## src/rtl/game_pkg.sv

```systemverilog
// Shared game constants and the cheese slot state type.
package game_pkg;

    localparam int CHEESE_RESPAWN_CYC = 32_500_000;
    localparam int CHEESE_MAX_SCORE   = 10;

    typedef enum logic [2:0] {
        ST_IDLE,
        ST_VISIBLE,
        ST_HIDDEN,
        ST_REQ,
        ST_PULSE,
        ST_SETTLE,
        ST_HALT
    } cheese_state_t;

endpackage

```

## src/rtl/cheese_slot_fsm.sv

```systemverilog
// One cheese slot: visibility, respawn delay, spawn request and regenerate pulse.
module cheese_slot_fsm
    import game_pkg::*;
#(
    parameter int RESPAWN_DELAY = CHEESE_RESPAWN_CYC
) (
    input  logic       clk,
    input  logic       rst,
    input  logic       i_hit,
    input  logic       i_grant,
    input  logic       i_game_en,
    input  logic       i_halt,
    output logic       o_vis,
    output logic       o_req,
    output logic       o_pulse,
    output logic [2:0] o_state
);

    localparam int CNT_W = $clog2(RESPAWN_DELAY + 1);
    localparam logic [CNT_W-1:0] LOAD = CNT_W'(RESPAWN_DELAY - 1);

    cheese_state_t    r_state;
    logic [CNT_W-1:0] r_cnt;
    logic             r_vis;
    logic             r_pulse;

    // Spawn handshake: o_req is held high for as long as the slot sits in REQ;
    // i_grant is acted on only in a cycle where o_req is high, and the slot
    // leaves REQ on that same edge, so one grant yields exactly one pulse.
    assign o_req   = (r_state == ST_REQ);
    assign o_vis   = r_vis;
    assign o_pulse = r_pulse;
    assign o_state = r_state;

    always_ff @(posedge clk or posedge rst) begin
        if (rst) begin
            r_state <= ST_IDLE;
            r_cnt   <= '0;
            r_vis   <= 1'b0;
            r_pulse <= 1'b0;
        end else begin
            r_vis   <= 1'b0;
            r_pulse <= 1'b0;
            if (i_halt) begin
                r_state <= ST_HALT;
            end else if (!i_game_en) begin
                r_state <= ST_IDLE;
            end else begin
                case (r_state)
                    ST_IDLE: begin
                        r_state <= ST_VISIBLE;
                        r_vis   <= 1'b1;
                    end
                    ST_VISIBLE: begin
                        if (i_hit) begin
                            r_state <= ST_HIDDEN;
                            r_cnt   <= LOAD;
                        end else begin
                            r_vis <= 1'b1;
                        end
                    end
                    ST_HIDDEN: begin
                        if (r_cnt == '0) r_state <= ST_REQ;
                        else             r_cnt   <= r_cnt - 1'b1;
                    end
                    ST_REQ: begin
                        if (i_grant) begin
                            r_state <= ST_PULSE;
                            r_pulse <= 1'b1;
                        end
                    end
                    ST_PULSE:  r_state <= ST_SETTLE;
                    // Generator position register needs this cycle to settle.
                    ST_SETTLE: begin
                        r_state <= ST_VISIBLE;
                        r_vis   <= 1'b1;
                    end
                    ST_HALT:   r_state <= ST_HALT;
                    default:   r_state <= ST_IDLE;
                endcase
            end
        end
    end

endmodule

```

## src/rtl/cheese_spawn_ctrl.sv

```systemverilog
// Sequences both cheese slots: pickup scoring with tie alternation, spawn
// arbitration towards randomx_plat, and sticky game-over/winner.
module cheese_spawn_ctrl
    import game_pkg::*;
#(
    parameter int RESPAWN_DELAY = CHEESE_RESPAWN_CYC,
    parameter int SCORE_W       = 8,
    parameter int MAX_SCORE     = CHEESE_MAX_SCORE
) (
    input  logic               clk,
    input  logic               rst,
    input  logic               game_en,
    input  logic [1:0]         tom_hit,
    input  logic [1:0]         jerry_hit,
    output logic [1:0]         rnd_generate,
    output logic [1:0]         cheese_vis,
    output logic [SCORE_W-1:0] tom_score,
    output logic [SCORE_W-1:0] jerry_score,
    output logic               game_over,
    output logic [1:0]         winner,
    output logic [5:0]         o_dbg_state
);

    localparam logic [SCORE_W-1:0] MAX_S = SCORE_W'(MAX_SCORE);
    localparam logic [SCORE_W:0]   MAX_W = {1'b0, MAX_S};

    logic [SCORE_W-1:0] r_tom_score;
    logic [SCORE_W-1:0] r_jerry_score;
    logic               r_game_over;
    logic [1:0]         r_winner;
    logic               r_tie_last;    // 1 = Jerry won the previous tie
    logic               r_last_grant;  // 1 = slot 1 was granted last

    logic [1:0]         w_vis;
    logic [1:0]         w_req;
    logic [1:0]         w_pulse;
    logic [1:0]         w_grant;
    logic [1:0]         w_hit;
    logic [1:0]         w_act;
    logic [1:0]         w_tom_cred;
    logic [1:0]         w_jerry_cred;
    logic               w_tie_nxt;
    logic [SCORE_W:0]   w_tom_sum;
    logic [SCORE_W:0]   w_jerry_sum;
    logic [SCORE_W-1:0] w_tom_nxt;
    logic [SCORE_W-1:0] w_jerry_nxt;
    logic               w_go_nxt;
    logic               w_run;
    logic [2:0]         w_state0;
    logic [2:0]         w_state1;

    assign w_hit  = tom_hit | jerry_hit;
    assign w_run  = game_en & ~r_game_over;
    assign w_act  = w_vis & w_hit & {2{w_run}};

    // Slot 0 is resolved before slot 1, so two ties in one cycle split.
    always_comb begin
        w_tom_cred   = '0;
        w_jerry_cred = '0;
        w_tie_nxt    = r_tie_last;
        for (int i = 0; i < 2; i++) begin
            if (w_act[i]) begin
                if (tom_hit[i] && jerry_hit[i]) begin
                    if (w_tie_nxt) begin
                        w_tom_cred[i] = 1'b1;
                        w_tie_nxt     = 1'b0;
                    end else begin
                        w_jerry_cred[i] = 1'b1;
                        w_tie_nxt       = 1'b1;
                    end
                end else if (tom_hit[i]) begin
                    w_tom_cred[i] = 1'b1;
                end else begin
                    w_jerry_cred[i] = 1'b1;
                end
            end
        end
    end

    assign w_tom_sum   = {1'b0, r_tom_score} + (SCORE_W+1)'(w_tom_cred[0])
                       + (SCORE_W+1)'(w_tom_cred[1]);
    assign w_jerry_sum = {1'b0, r_jerry_score} + (SCORE_W+1)'(w_jerry_cred[0])
                       + (SCORE_W+1)'(w_jerry_cred[1]);
    assign w_tom_nxt   = (w_tom_sum > MAX_W) ? MAX_S : w_tom_sum[SCORE_W-1:0];
    assign w_jerry_nxt = (w_jerry_sum > MAX_W) ? MAX_S : w_jerry_sum[SCORE_W-1:0];
    assign w_go_nxt    = r_game_over | (w_tom_nxt == MAX_S) | (w_jerry_nxt == MAX_S);

    // randomx_plat ignores 2'b11, so at most one grant per cycle.
    always_comb begin
        w_grant = 2'b00;
        if (w_run) begin
            if (&w_req) w_grant = r_last_grant ? 2'b01 : 2'b10;
            else        w_grant = w_req;
        end
    end

    always_ff @(posedge clk or posedge rst) begin
        if (rst) begin
            r_tom_score   <= '0;
            r_jerry_score <= '0;
            r_game_over   <= 1'b0;
            r_winner      <= 2'b00;
            r_tie_last    <= 1'b1;
            r_last_grant  <= 1'b1;
        end else begin
            r_tom_score   <= w_tom_nxt;
            r_jerry_score <= w_jerry_nxt;
            r_tie_last    <= w_tie_nxt;
            r_game_over   <= w_go_nxt;
            if (|w_grant) r_last_grant <= w_grant[1];
            if (!r_game_over && w_go_nxt)
                r_winner <= (w_jerry_nxt == MAX_S && w_tom_nxt != MAX_S) ? 2'b10 : 2'b01;
        end
    end

    cheese_slot_fsm #(.RESPAWN_DELAY(RESPAWN_DELAY)) u_slot0 (
        .clk       (clk),
        .rst       (rst),
        .i_hit     (w_hit[0]),
        .i_grant   (w_grant[0]),
        .i_game_en (game_en),
        .i_halt    (w_go_nxt),
        .o_vis     (w_vis[0]),
        .o_req     (w_req[0]),
        .o_pulse   (w_pulse[0]),
        .o_state   (w_state0)
    );

    cheese_slot_fsm #(.RESPAWN_DELAY(RESPAWN_DELAY)) u_slot1 (
        .clk       (clk),
        .rst       (rst),
        .i_hit     (w_hit[1]),
        .i_grant   (w_grant[1]),
        .i_game_en (game_en),
        .i_halt    (w_go_nxt),
        .o_vis     (w_vis[1]),
        .o_req     (w_req[1]),
        .o_pulse   (w_pulse[1]),
        .o_state   (w_state1)
    );

    assign rnd_generate = w_pulse;
    assign cheese_vis   = w_vis;
    assign tom_score    = r_tom_score;
    assign jerry_score  = r_jerry_score;
    assign game_over    = r_game_over;
    assign winner       = r_winner;
    assign o_dbg_state  = {w_state1, w_state0};

endmodule

```

## config.mk

```make
export PLATFORM = sky130hd
export DESIGN_NAME = cheese_spawn_ctrl
export DESIGN_NICKNAME = d
export VERILOG_FILES = /design/src/rtl/game_pkg.sv /design/src/rtl/cheese_slot_fsm.sv /design/src/rtl/cheese_spawn_ctrl.sv
export SDC_FILE = /design/constraint.sdc
export NUM_CORES = 1
export LEC_CHECK = 0
export BUFFER_PORTS_ARGS = -buffer_cell sky130_fd_sc_hd__buf_2
export CAP_MARGIN = 10
export CORE_AREA = 2 2 127 129
export CTS_BUF_LIST = sky130_fd_sc_hd__clkbuf_4 sky130_fd_sc_hd__clkbuf_8
export CTS_CLUSTER_DIAMETER = 30
export DETAILED_ROUTE_END_ITERATION = 10
export DIE_AREA = 0 0 129 131
export SYNTH_ARGS = -nofsm -noshare
export SYNTH_HDL_FRONTEND = slang
export SYNTH_SLANG_ARGS = --single-unit
```

## constraint.sdc

```tcl
create_clock -name clk -period 6.5 [get_ports clk]
set_input_delay 1.3 -clock clk [delete_from_list [all_inputs] [get_ports clk]]
set_output_delay 1.3 -clock clk [all_outputs]
set_load 0.05 [all_outputs]
```

==> summary.txt, run 1 <==
Logic synthesis
  – Post-Syn Instances: 491
  – Flops & latches, synth: 81
  – Yosys cell types: 59
  – Yosys warnings: 0
  – Area fraction of the dominant cell type after synthesis: 0.4339
  – Synth area leader: dfrtp_1
  – Ys flop type: dfrtp_1
  – Ys async rst share: 1.000
  – Avg Inst Size Synth: 9.278 um^2
  – Ranking of synthesized cells by area: dfrtp_1 (43%), a41oi_1 (7.9%), a31oi_1 (4.7%), nor2_1 (3.0%), nand2_1 (2.8%)
  – Post-synth EDFFs: 0
  – Mapped cell area: 4556 um^2
  – Sequential element share of the synthesized area: 0.4455

Clock tree
  – CTS buffer count: 9
  – Clk slew on worst S/H paths: 80 ps
  – CTS resizes: 0
  – H-tree depth: 3
  – CTS Root Cell: clkbuf_8
  – CTS tree: yes
  – Clock Tree Buf Depth: 2
  – Worst-Skew Late Latency: 370 ps
  – # Post-CTS Setup Buffers: 0
  – CTS sink cnt: 81
  – Hold-fix buffers, CTS: 0

Status
  – Status: finished clean

Worst setup path
  – Critical path, cell by cell: buf_2, nor2b_1, nand4_1, xor2_1, o2111ai_1, fa_1, inv_1, ha_1, nand3_1, nor3b_1, o21ai_1, nor4_4, buf_4, and3_1, a41oi_1
  – Critical Path Start Type: input port
  – WS Path Type: input port to register
  – CP Launch Point: game_en
  – CP endpoint kind: register
  – Worst path required time: 6700 ps
  – Slowest CP cell: and3_1
  – Reg2reg start: game_over$_DFF_PP0_
  – WP data arrival: 5530 ps
  – CP max FO: 26
  – CP max stage delay: 780 ps

Placement
  – Dpl cell area: 4971 um^2
  – Port bufs: 35
  – RePlAce Congestion: 0.7805
  – Hpwl dp: 7356 um

Cells and area
  – Synthesis-to-layout area growth: 14.56%
  – Antenna cells: 0
  – Share of layout cells above drive strength 1: 0.1469
  – Design area: 5219 um^2
  – Nets: 532

Timing
  – Setup_tns: 0 ps
  – Fin crit share: 0.8206
  – Min Tclk post-route: 5334 ps
  – Max Slew Vio Count: 0
  – Setup violators final: 0
  – Worst Tran Pin Value: 1062 ps
  – Clock Skew: 9.800 ps
  – Relative slew slack: 0.2921
  – RSZ-0062 raised after global routing: false
  – Max Clk Rate: 187.5 MHz
  – Final hold vios: 0

Floorplan
  – FP Rows: 46
  – Chip height: 131 um
  – Initial Util: 0.2921
  – Die Width: 129 um
  – Core area: 15,600 um^2
  – Boundary pin count: 36
  – Die ar.: 16,900 um^2

Worst hold path
  – Worst Hold Launch: u_slot1.r_cnt[19]$_DFFE_PP0P_
  – HP Class: register to register

GRT
  – Vias in the first global route: 3,918
  – Remaining Overflow, GRT: 0
  – First-pass GRT wire length: 19,460 um
  – Initial antenna violation count: 0
  – Pin count of the biggest net entering global routing: 82
  – GRT Total Usage: 0.1418

Drt
  – Via count: 4,049
  – Pre-antenna DRT Iters: 5
  – Initial DRC count: 370
  – Drt total wl: 11,440 um
  – Routed Antenna Nets: 0
  – DRC Markers: 0
  – Drt via density: 5.472
  – DR WL/cell: 15.46 um

Power
  – PD cells: 191.9 nW/um^2
  – Max VDD drop: 105.0 uV
  – Pleak: 2.177 nW

Job
  – Max-Cap Viols: 0
-- worst max-delay path, delay by kind of cell --
kind                       cells  cell delay, ps
adders and majority gates      2             720
and+or+nand+nor                6            2100
AOI/OAI and AO/OA              3             610
buffers and inverters          3             520
xor gates and xnor gates       1             260
-- Yosys cell counts, types with 3 or more instances --
library cell  number
inv_1             25
clkbuf_1          21
o21bai_1           4
buf_4              4
or3_1             11
nor3_1            23
nor4_1            13
o31ai_1            7
xnor2_1            4
dfrtp_1           79
nand3_1            7
or4_1              3
or4_4              3
a21oi_1            9
ha_1               4
nand2b_1          15
buf_2              6
a211oi_1           3
a41oi_1           41
and3_1             6
nand2_1           34
nor2_1            36
nor2b_1            7
or2_2              3
nor3b_1            4
o21ai_0           20
o41ai_1            4
a31oi_1           34
a22o_1             6
o2bb2ai_1          4
nand4_1           16
-- cell families after synthesis --
group / after synthesis / synth area share
AOI/OAI and AO/OA: 147 / 0.2359
muxes: 3 / 0.007141
xor gates and xnor gates: 6 / 0.01154
DFF: 81 / 0.4455
and+or+nand+nor: 189 / 0.2249
other: 1 / 0.0008232
buffers and inverters: 58 / 0.05438
adders and majority gates: 6 / 0.01978
-- layer usage --
metal	wire length, um	part of all wire	track usage	vias to the layer above
met2	5474	0.48	0.2275	108
met3	504	0.044	0.02728	13
li1	-	-	-	1931
met4	146	0.013	0.04220	0
met1	5315	0.46	0.1953	1997
met5	0	0	0	-
-- flip-flops by register name (all words and copies together) (netlist names) --
name             count
u_slot1.o_vis        1
game_over            1
u_slot0.o_pulse      1
u_slot1.o_state      3
tom_score            8
jerry_score          8
u_slot0.o_vis        1
u_slot0.r_cnt       25
r_last_grant         1
winner               2
r_tie_last           1
u_slot1.r_cnt       25
u_slot0.o_state      3
u_slot1.o_pulse      1
-- path summary, 6_finish.rpt --
| kind | depth (start not counted) | to | slack [ps] |
|---|---|---|---|
| worst max-delay path | 15 | u_slot0.r_cnt[14]$_DFFE_PP0P_ | 1170 |
| worst min register to register | 1 | u_slot1.r_cnt[19]$_DFFE_PP0P_ | 490 |
| min in group asynchronous | 3 | u_slot0.r_cnt[12]$_DFFE_PP0P_ | 1270 |
| worst max register to register | 14 | u_slot0.r_cnt[14]$_DFFE_PP0P_ | 1750 |
| max in group asynchronous | 3 | u_slot0.r_cnt[13]$_DFFE_PP0P_ | 4540 |
| worst min-delay path | 1 | u_slot1.r_cnt[19]$_DFFE_PP0P_ | 490 |
-- stage by stage --
stage	instances	hold WS [ps]	util	power, mW	setup WS [ps]
2_1_floorplan	498	453.7	-	0.5371	1671
4_1_cts	740	498.9	0.3346	1.013	1191
3_5_place_dp	724	484.3	0.3187	0.5480	803.0
3_3_place_gp	724	476.9	0.3187	0.5477	1009
6_report	740	492.9	0.3346	1.001	1166
5_1_grt	740	523.3	0.3346	1.038	731.4
-- cell usage in the layout (no fill, tap or decap), drive strengths merged, types with 9 or more instances in the layout --
cell type,Yosys,final
a41oi,41,41
nand4,16,16
a21oi,9,9
dfrtp,79,79
buf,12,43
a31oi,34,34
inv,25,24
or3,11,11
nand2b,15,15
nor2,36,36
nand2,34,34
clkbuf,21,11
nor4,15,15
nor3,23,23
o21ai,21,21
-- report_power, final --
group / internal, mW / switching, mW / leakage [nW]
sequential: 0.506 / 0.00134 / 1.04
clock: 0.270 / 0.195 / 0.123
combinational: 0.00505 / 0.0248 / 1.02
total: 0.781 / 0.221 / 2.18
-- cell type report --
type                    instances  area [um^2]
clock buffers                  11        145.1
clock inverters                 5        102.6
fillers                      1594        10380
inverters                      25        95.09
multi-input cells             359         2341
flip-flops and latches         81         2029
well taps                     216        270.3
repair buffers                 43        235.2
Power figures use the tool's default switching activity.
==> inputs of run 2 (changes only) <==
Clock period 6.5 ns to 4.45 ns, I/O delays scaled along.
==> run 2 against run 1 <==
Against the previous run:
- via count is 1.3% lower
- final area up 1.6%
- count of clock-buffer cells in the layout did not move
- sequential cell count did not move
- register-to-register slack worse by 1100 ps
- sequential share of layout area is 0.61 points lower
- critical path depth up 2
- global-route usage up 0.20 points
- final cell count rose by 0.54%
- first-iteration DRC count fell by 35%
- combinational power grew 44%
- clock skew increased by 4.3 ps
- largest cell class unchanged
==> summary.txt, run 2 (synthesized netlist as in run 1, its figures left out) <==
Placement
  – Hpwl dp: 7745 um (was 7356 um)
  – Port bufs: 35 (unchanged)
  – RePlAce Congestion: 0.7737 (was 0.7805)
  – Placed Cells: 728 (was 724)
  – Dpl cell area: 5026 um^2 (was 4971 um^2)

Timing
  – Relative slew slack: 0.3521 (was 0.2921)
  – RSZ-0062 raised after global routing: false (unchanged)
  – Hold slack: 494.4 ps (was 492.9 ps)
  – Max Clk Rate: 251.7 MHz
  – Min Tclk post-route: 3973 ps
  – Final hold vios: 0 (unchanged)
  – Fin crit share: 0.8927
  – Max Slew Vio Count: 0 (unchanged)
  – Setup_tns: 0 ps (unchanged)
  – Clock Skew: 14.14 ps (was 9.800 ps)
  – Worst Tran Pin Value: 970.7 ps (was 1062 ps)
  – Setup violators final: 0 (unchanged)

Cells and area
  – Antenna cells: 0 (unchanged)
  – Design area: 5303 um^2 (was 5219 um^2)
  – Share of layout cells above drive strength 1: 0.1534 (was 0.1469)
  – Final core occ: 0.3400 (was 0.3346)
  – Commonest non-fill, non-tap cell in the layout: dfrtp_1 (unchanged)
  – Biggest regs: u_slot0.r_cnt: 25 flops, u_slot1.r_cnt: 25 flops (unchanged)
  – Final Non-Filler Cells: 744 (was 740)
  – Most frequent cells in the layout: dfrtp_1 (79), a41oi_1 (41), nor2_1 (36) (unchanged)
  – Filler instances: 1,602 (was 1,594)
  – Nets: 536 (was 532)
  – Synthesis-to-layout area growth: 16.40% (was 14.56%)

GRT
  – Pin count of the biggest net entering global routing: 57 (was 82)
  – Vias in the first global route: 4,040 (was 3,918)
  – GRT Total Usage: 0.1438 (was 0.1418)
  – Remaining Overflow, GRT: 0 (unchanged)
  – First-pass GRT wire length: 19,730 um (was 19,460 um)
  – Initial antenna violation count: 0 (unchanged)

Worst hold path
  – Worst Hold Launch: u_slot1.r_cnt[10]$_DFFE_PP0P_ (was u_slot1.r_cnt[19]$_DFFE_PP0P_)
  – Hold EP: u_slot1.r_cnt[10]$_DFFE_PP0P_ (was u_slot1.r_cnt[19]$_DFFE_PP0P_)
  – HP Class: register to register (unchanged)
  – Cell count of the worst hold path: 1 (unchanged)

Drt
  – Pre-antenna DRT Iters: 5 (unchanged)
  – Drt via density: 5.374 (was 5.472)
  – Drt total wl: 11,310 um (was 11,440 um)
  – DR WL/cell: 15.21 um (was 15.46 um)
  – Initial DRC count: 240 (was 370)
  – Via count: 3,998 (was 4,049)
  – Routed Antenna Nets: 0 (unchanged)
  – DRC Markers: 0 (unchanged)

Worst setup path
  – CP endpoint kind: register (unchanged)
  – R2R Path End: u_slot1.r_cnt[23]$_DFFE_PP0P_ (was u_slot0.r_cnt[14]$_DFFE_PP0P_)
  – Reg2reg start: game_over$_DFF_PP0_ (unchanged)
  – WS Path Type: input port to register (unchanged)
  – Worst path required time: 4680 ps (was 6700 ps)
  – CP max FO: 43 (was 26)
  – Critical Path Start Type: input port (unchanged)
  – WP data arrival: 4210 ps (was 5530 ps)
  – Worst R2R Setup Slack: 640 ps (was 1750 ps)
  – Reg2reg path depth: 16 (was 14)

Clock tree
  – H-tree depth: 3 (unchanged)
  – CTS tree: yes (unchanged)
  – Hold-fix buffers, CTS: 0 (unchanged)
  – CTS Root Cell: clkbuf_8 (unchanged)
  – CTS resizes: 0 (unchanged)
  – CTS buffer count: 9 (unchanged)
  – Worst-Skew Late Latency: 360 ps (was 370 ps)
  – # Post-CTS Setup Buffers: 0 (unchanged)
  – Clk slew on worst S/H paths: 90 ps (was 80 ps)
  – CTS sink cnt: 81 (unchanged)
  – Clock Tree Buf Depth: 2 (unchanged)

Job
  – Max-Cap Viols: 0 (unchanged)

Floorplan
  – FP Rows: 46 (unchanged)
  – Boundary pin count: 36 (unchanged)
  – Die Width: 129 um (unchanged)
  – Chip height: 131 um (unchanged)
  – Initial Util: 0.2921 (unchanged)
  – Core area: 15,600 um^2 (unchanged)
  – Die ar.: 16,900 um^2 (unchanged)

Power
  – Max VDD drop: 190.3 uV (was 105.0 uV)
  – PD cells: 287.4 nW/um^2 (was 191.9 nW/um^2)
  – Pleak: 2.220 nW (was 2.177 nW)

Status
  – Status: finished clean (unchanged)
[run 2: routing by layer]
metal  up-vias  routed length, um  track usage
met5         -                  0            0
met4         0                137      0.03964
met2        83               5541       0.2446
li1       1950                  -            -
met3        14                431      0.03054
met1      1951               5203       0.1861
[run 2: worst max-delay path, cell delays in order]
cell,delay (ps)
buf_2,130
nor2b_1,170
nand4_1,130
xor2_1,190
nand2_1,80
nand4_1,140
fa_1,430
inv_1,70
ha_1,230
and3_1,190
and3b_1,150
o21ai_0,180
a311oi_4,390
buf_12,260
and3_1,180
buf_4,230
a41oi_1,150
[run 2: final cells by class]
cell class / count / area [um^2] / share of cell area
clock buffer: 11 / 151.4 / 0.02855
inverter: 25 / 95.09 / 0.01793
timing repair buffer: 47 / 290.3 / 0.05474
tap: 216 / 270.3 / 0.05097
multi-input combinational: 359 / 2341 / 0.4415
clock inverter: 5 / 125.1 / 0.02360
sequential: 81 / 2029 / 0.3827
[run 2: through the flow]
stage	setup slack [ps]	total power [mW]
after floorplan	30.93	0.7846
after global placement	207.2	0.8002
after detailed placement	93.99	0.8012
after CTS	493.5	1.542
after global routing	87.24	1.584
final	477.3	1.524
[run 2: power by group]
group / internal [mW] / switching (mW)
clock: 0.459 / 0.280
combinational: 0.00740 / 0.0357
sequential: 0.739 / 0.00220
[run 2: how the worst max path moves through the flow]
stage	startpoint	endpoint
global placement	game_en	u_slot1.r_cnt[15]$_DFFE_PP0P_
detailed placement	game_en	u_slot1.r_cnt[15]$_DFFE_PP0P_
floorplan	game_en	u_slot1.r_cnt[16]$_DFFE_PP0P_
CTS	game_en	u_slot1.r_cnt[23]$_DFFE_PP0P_
finish	game_en	u_slot1.r_cnt[23]$_DFFE_PP0P_
global route	game_en	u_slot1.r_cnt[23]$_DFFE_PP0P_
==> inputs of run 3 (changes only) <==
==> constraint.sdc (replaced) <==
create_clock -name clk -period 4.45 [get_ports clk]
set_input_delay 0.445 -clock clk [delete_from_list [all_inputs] [get_ports clk]]
set_output_delay 0.445 -clock clk [all_outputs]
set_load 0.05 [all_outputs]
==> run 3 against run 2 <==
Against the previous run:
- count of clock-buffer cells in the layout is the same
- core utilization shrank 0.71 points
- critical endpoint is now u_slot0.r_cnt[14]$_DFFE_PP0P_
- die area is the same
- clock skew grew 0.98 ps
- combinational power grew 1%
- largest power group unchanged
==> summary.txt, run 3 (synthesized netlist as in run 1, its figures left out) <==
Timing
  – Setup_tns: 0 ps (unchanged)
  – Clock Skew: 15.12 ps (was 14.14 ps)
  – Worst Tran Pin Value: 946.0 ps (was 970.7 ps)
  – RSZ-0062 raised after global routing: false (unchanged)
  – Max Clk Rate: 257.1 MHz (was 251.7 MHz)
  – Final hold vios: 0 (unchanged)
  – Relative slew slack: 0.3686 (was 0.3521)
  – Fin crit share: 0.8741 (was 0.8927)
  – Max Slew Vio Count: 0 (unchanged)
  – Setup violators final: 0 (unchanged)
  – Min Tclk post-route: 3890 ps (was 3973 ps)

Drt
  – Pre-antenna DRT Iters: 5 (unchanged)
  – Drt via density: 5.373 (was 5.374)
  – Drt total wl: 11,250 um (was 11,310 um)
  – Via count: 4,008 (was 3,998)
  – Initial DRC count: 326 (was 240)
  – Routed Antenna Nets: 0 (unchanged)
  – DR WL/cell: 15.08 um (was 15.21 um)
  – DRC Markers: 0 (unchanged)

Clock tree
  – Hold-fix buffers, CTS: 0 (unchanged)
  – Clock Tree Buf Depth: 2 (unchanged)
  – CTS buffer count: 9 (unchanged)
  – Clk slew on worst S/H paths: 90 ps (about the same)
  – CTS tree: yes (unchanged)
  – CTS Root Cell: clkbuf_8 (unchanged)
  – CTS resizes: 0 (unchanged)
  – Worst-Skew Late Latency: 380 ps (was 360 ps)
  – H-tree depth: 3 (unchanged)
  – # Post-CTS Setup Buffers: 0 (unchanged)
  – CTS sink cnt: 81 (unchanged)

GRT
  – Initial antenna violation count: 0 (unchanged)
  – Vias in the first global route: 3,938 (was 4,040)
  – Pin count of the biggest net entering global routing: 54 (was 57)
  – Remaining Overflow, GRT: 0 (unchanged)
  – First-pass GRT wire length: 19,400 um (was 19,730 um)
  – GRT Total Usage: 0.1418 (was 0.1438)

Worst setup path
  – CP max stage delay: 490 ps (was 430 ps)
  – Crit path max-delay family: simple AND/OR/NAND/NOR gates (unchanged)
  – WP data arrival: 4130 ps (was 4210 ps)
  – CP max FO: 22 (was 43)
  – Critical path, cell by cell: nor2b_1, nand4_1, xor2_1, o2111ai_1, fa_1, inv_1, ha_1, nand3_1, nor3b_1, o21ai_1, nor4_4, and3_1, buf_4, a41oi_1 (was buf_2, nor2b_1, nand4_1, xor2_1, nand2_1, nand4_1, fa_1, inv_1, ha_1, and3_1, and3b_1, o21ai_0, a311oi_4, buf_12, and3_1, buf_4, a41oi_1)
  – R2R Path End: u_slot0.r_cnt[14]$_DFFE_PP0P_ (was u_slot1.r_cnt[23]$_DFFE_PP0P_)
  – Worst R2R Setup Slack: 560 ps (was 640 ps)
  – Critical Path Stages: 14 (was 17)
  – Worst path required time: 4690 ps (was 4680 ps)
  – Reg2reg start: game_over$_DFF_PP0_ (unchanged)
  – Reg2reg path depth: 14 (was 16)
  – WS Path Type: register to register (was input port to register)
  – Slowest CP cell: fa_1 (unchanged)
  – Worst path buffer plus inverter count: 2 (was 4)
  – Critical Path Start Type: register (was input port)
  – CP endpoint kind: register (unchanged)

Power
  – Sw Ratio: 0.2490 (was 0.2086)
  – Sequential Power Share: 0.575 (was 0.487)
  – PD cells: 248.4 nW/um^2 (was 287.4 nW/um^2)
  – Total Power: 1.290 mW (was 1.524 mW)
  – Comb power frac: 0.034 (was 0.028)
  – Max VDD drop: 134.0 uV (was 190.3 uV)
  – Pleak: 2.179 nW (was 2.220 nW)
  – Clock power share: 0.391 (was 0.485)
  – Switching power: 0.3212 mW (was 0.3178 mW)
  – Int Power: 0.9688 mW (was 1.206 mW)

Cells and area
  – Synthesis-to-layout area growth: 13.98% (was 16.40%)
  – Share of layout cells above drive strength 1: 0.1566 (was 0.1534)
  – Nets: 538 (was 536)
  – Antenna cells: 0 (unchanged)
  – Commonest non-fill, non-tap cell in the layout: dfrtp_1 (unchanged)
  – Biggest regs: u_slot0.r_cnt: 25 flops, u_slot1.r_cnt: 25 flops (unchanged)
  – Most frequent cells in the layout: dfrtp_1 (79), a41oi_1 (41), nor2_1 (36) (unchanged)
  – Design area: 5192 um^2 (was 5303 um^2)

Floorplan
  – FP Rows: 46 (unchanged)
  – Chip height: 131 um (unchanged)
  – Core area: 15,600 um^2 (unchanged)
  – Initial Util: 0.2921 (unchanged)
  – Die ar.: 16,900 um^2 (unchanged)
  – Die Width: 129 um (unchanged)
  – Boundary pin count: 36 (unchanged)

Worst hold path
  – HP Class: input port to async pin (was register to register)

Status
  – Status: finished clean (unchanged)

Placement
  – Dpl cell area: 5016 um^2 (was 5026 um^2)
  – Hpwl dp: 7599 um (was 7745 um)
  – Port bufs: 35 (unchanged)
  – RePlAce Congestion: 0.8321 (was 0.7737)

Job
  – Max-Cap Viols: 0 (unchanged)
-- run 3: cell types whose count changed in the layout (fill, tap and decap cells not counted), sizes merged --
cell	delta
clkinvlp	+1
buf	+2
clkinv	+3
bufinv	-4
-- run 3: worst max-delay path by stage --
stage / slack, ps / startpoint / end
floorplan: 270 / game_over$_DFF_PP0_ / u_slot1.r_cnt[16]$_DFFE_PP0P_
detailed placement: 490 / game_en / u_slot1.r_cnt[20]$_DFFE_PP0P_
CTS: 580 / game_over$_DFF_PP0_ / u_slot0.r_cnt[14]$_DFFE_PP0P_
global placement: 600 / game_en / u_slot1.r_cnt[20]$_DFFE_PP0P_
finish: 560 / game_over$_DFF_PP0_ / u_slot0.r_cnt[14]$_DFFE_PP0P_
global route: 190 / game_over$_DFF_PP0_ / u_slot0.r_cnt[14]$_DFFE_PP0P_
-- run 3: worst register-to-register path, stage by stage (launching register included) --
cell	delay, ps
dfrtp_1	480
nor2b_1	190
nand4_1	130
xor2_1	260
o2111ai_1	220
fa_1	490
inv_1	80
ha_1	250
nand3_1	110
nor3b_1	220
o21ai_1	270
nor4_4	430
and3_1	200
buf_4	270
a41oi_1	160
-- run 3: routing by layer --
metal  routed length, um  vias to the layer above  global-route usage  part of all wire
met5                   0                        -                   0                 0
met1                5409                     1968              0.1880              0.48
met4                 114                        0             0.03645             0.010
met3                 383                       12             0.03990             0.034
li1                    -                     1948                   -                 -
met2                5345                       80              0.2294              0.47
-- run 3: layout make-up --
class | instances | area, um^2
multi-input cells | 359 | 2341
well taps | 216 | 270.3
fillers | 1595 | 10410
inverters | 25 | 95.09
clock buffers | 11 | 145.1
repair buffers | 49 | 280.3
flip-flops and latches | 81 | 2029
clock inverters | 5 | 31.28
-- run 3: power groups by stage --
stage / logic (mW) / clock network, mW / registers, mW
final: 0.0436 / 0.505 / 0.741
after global routing: 0.0492 / 0.555 / 0.742
after global placement: 0.0448 / 0 / 0.756
after floorplan: 0.0155 / 0 / 0.769
after CTS: 0.0452 / 0.524 / 0.742
after detailed placement: 0.0451 / 0 / 0.756
-- run 3: metrics by stage --
step           setup slack, ps  cells    util  hold slack [ps]
2_1_floorplan            266.9    498       -            453.7
3_3_place_gp             603.5    730  0.3216            480.3
3_5_place_dp             488.6    730  0.3216            479.4
4_1_cts                  576.6    746  0.3329            272.0
5_1_grt                  189.9    746  0.3329            300.3
6_report                 560.1    746  0.3329            240.0
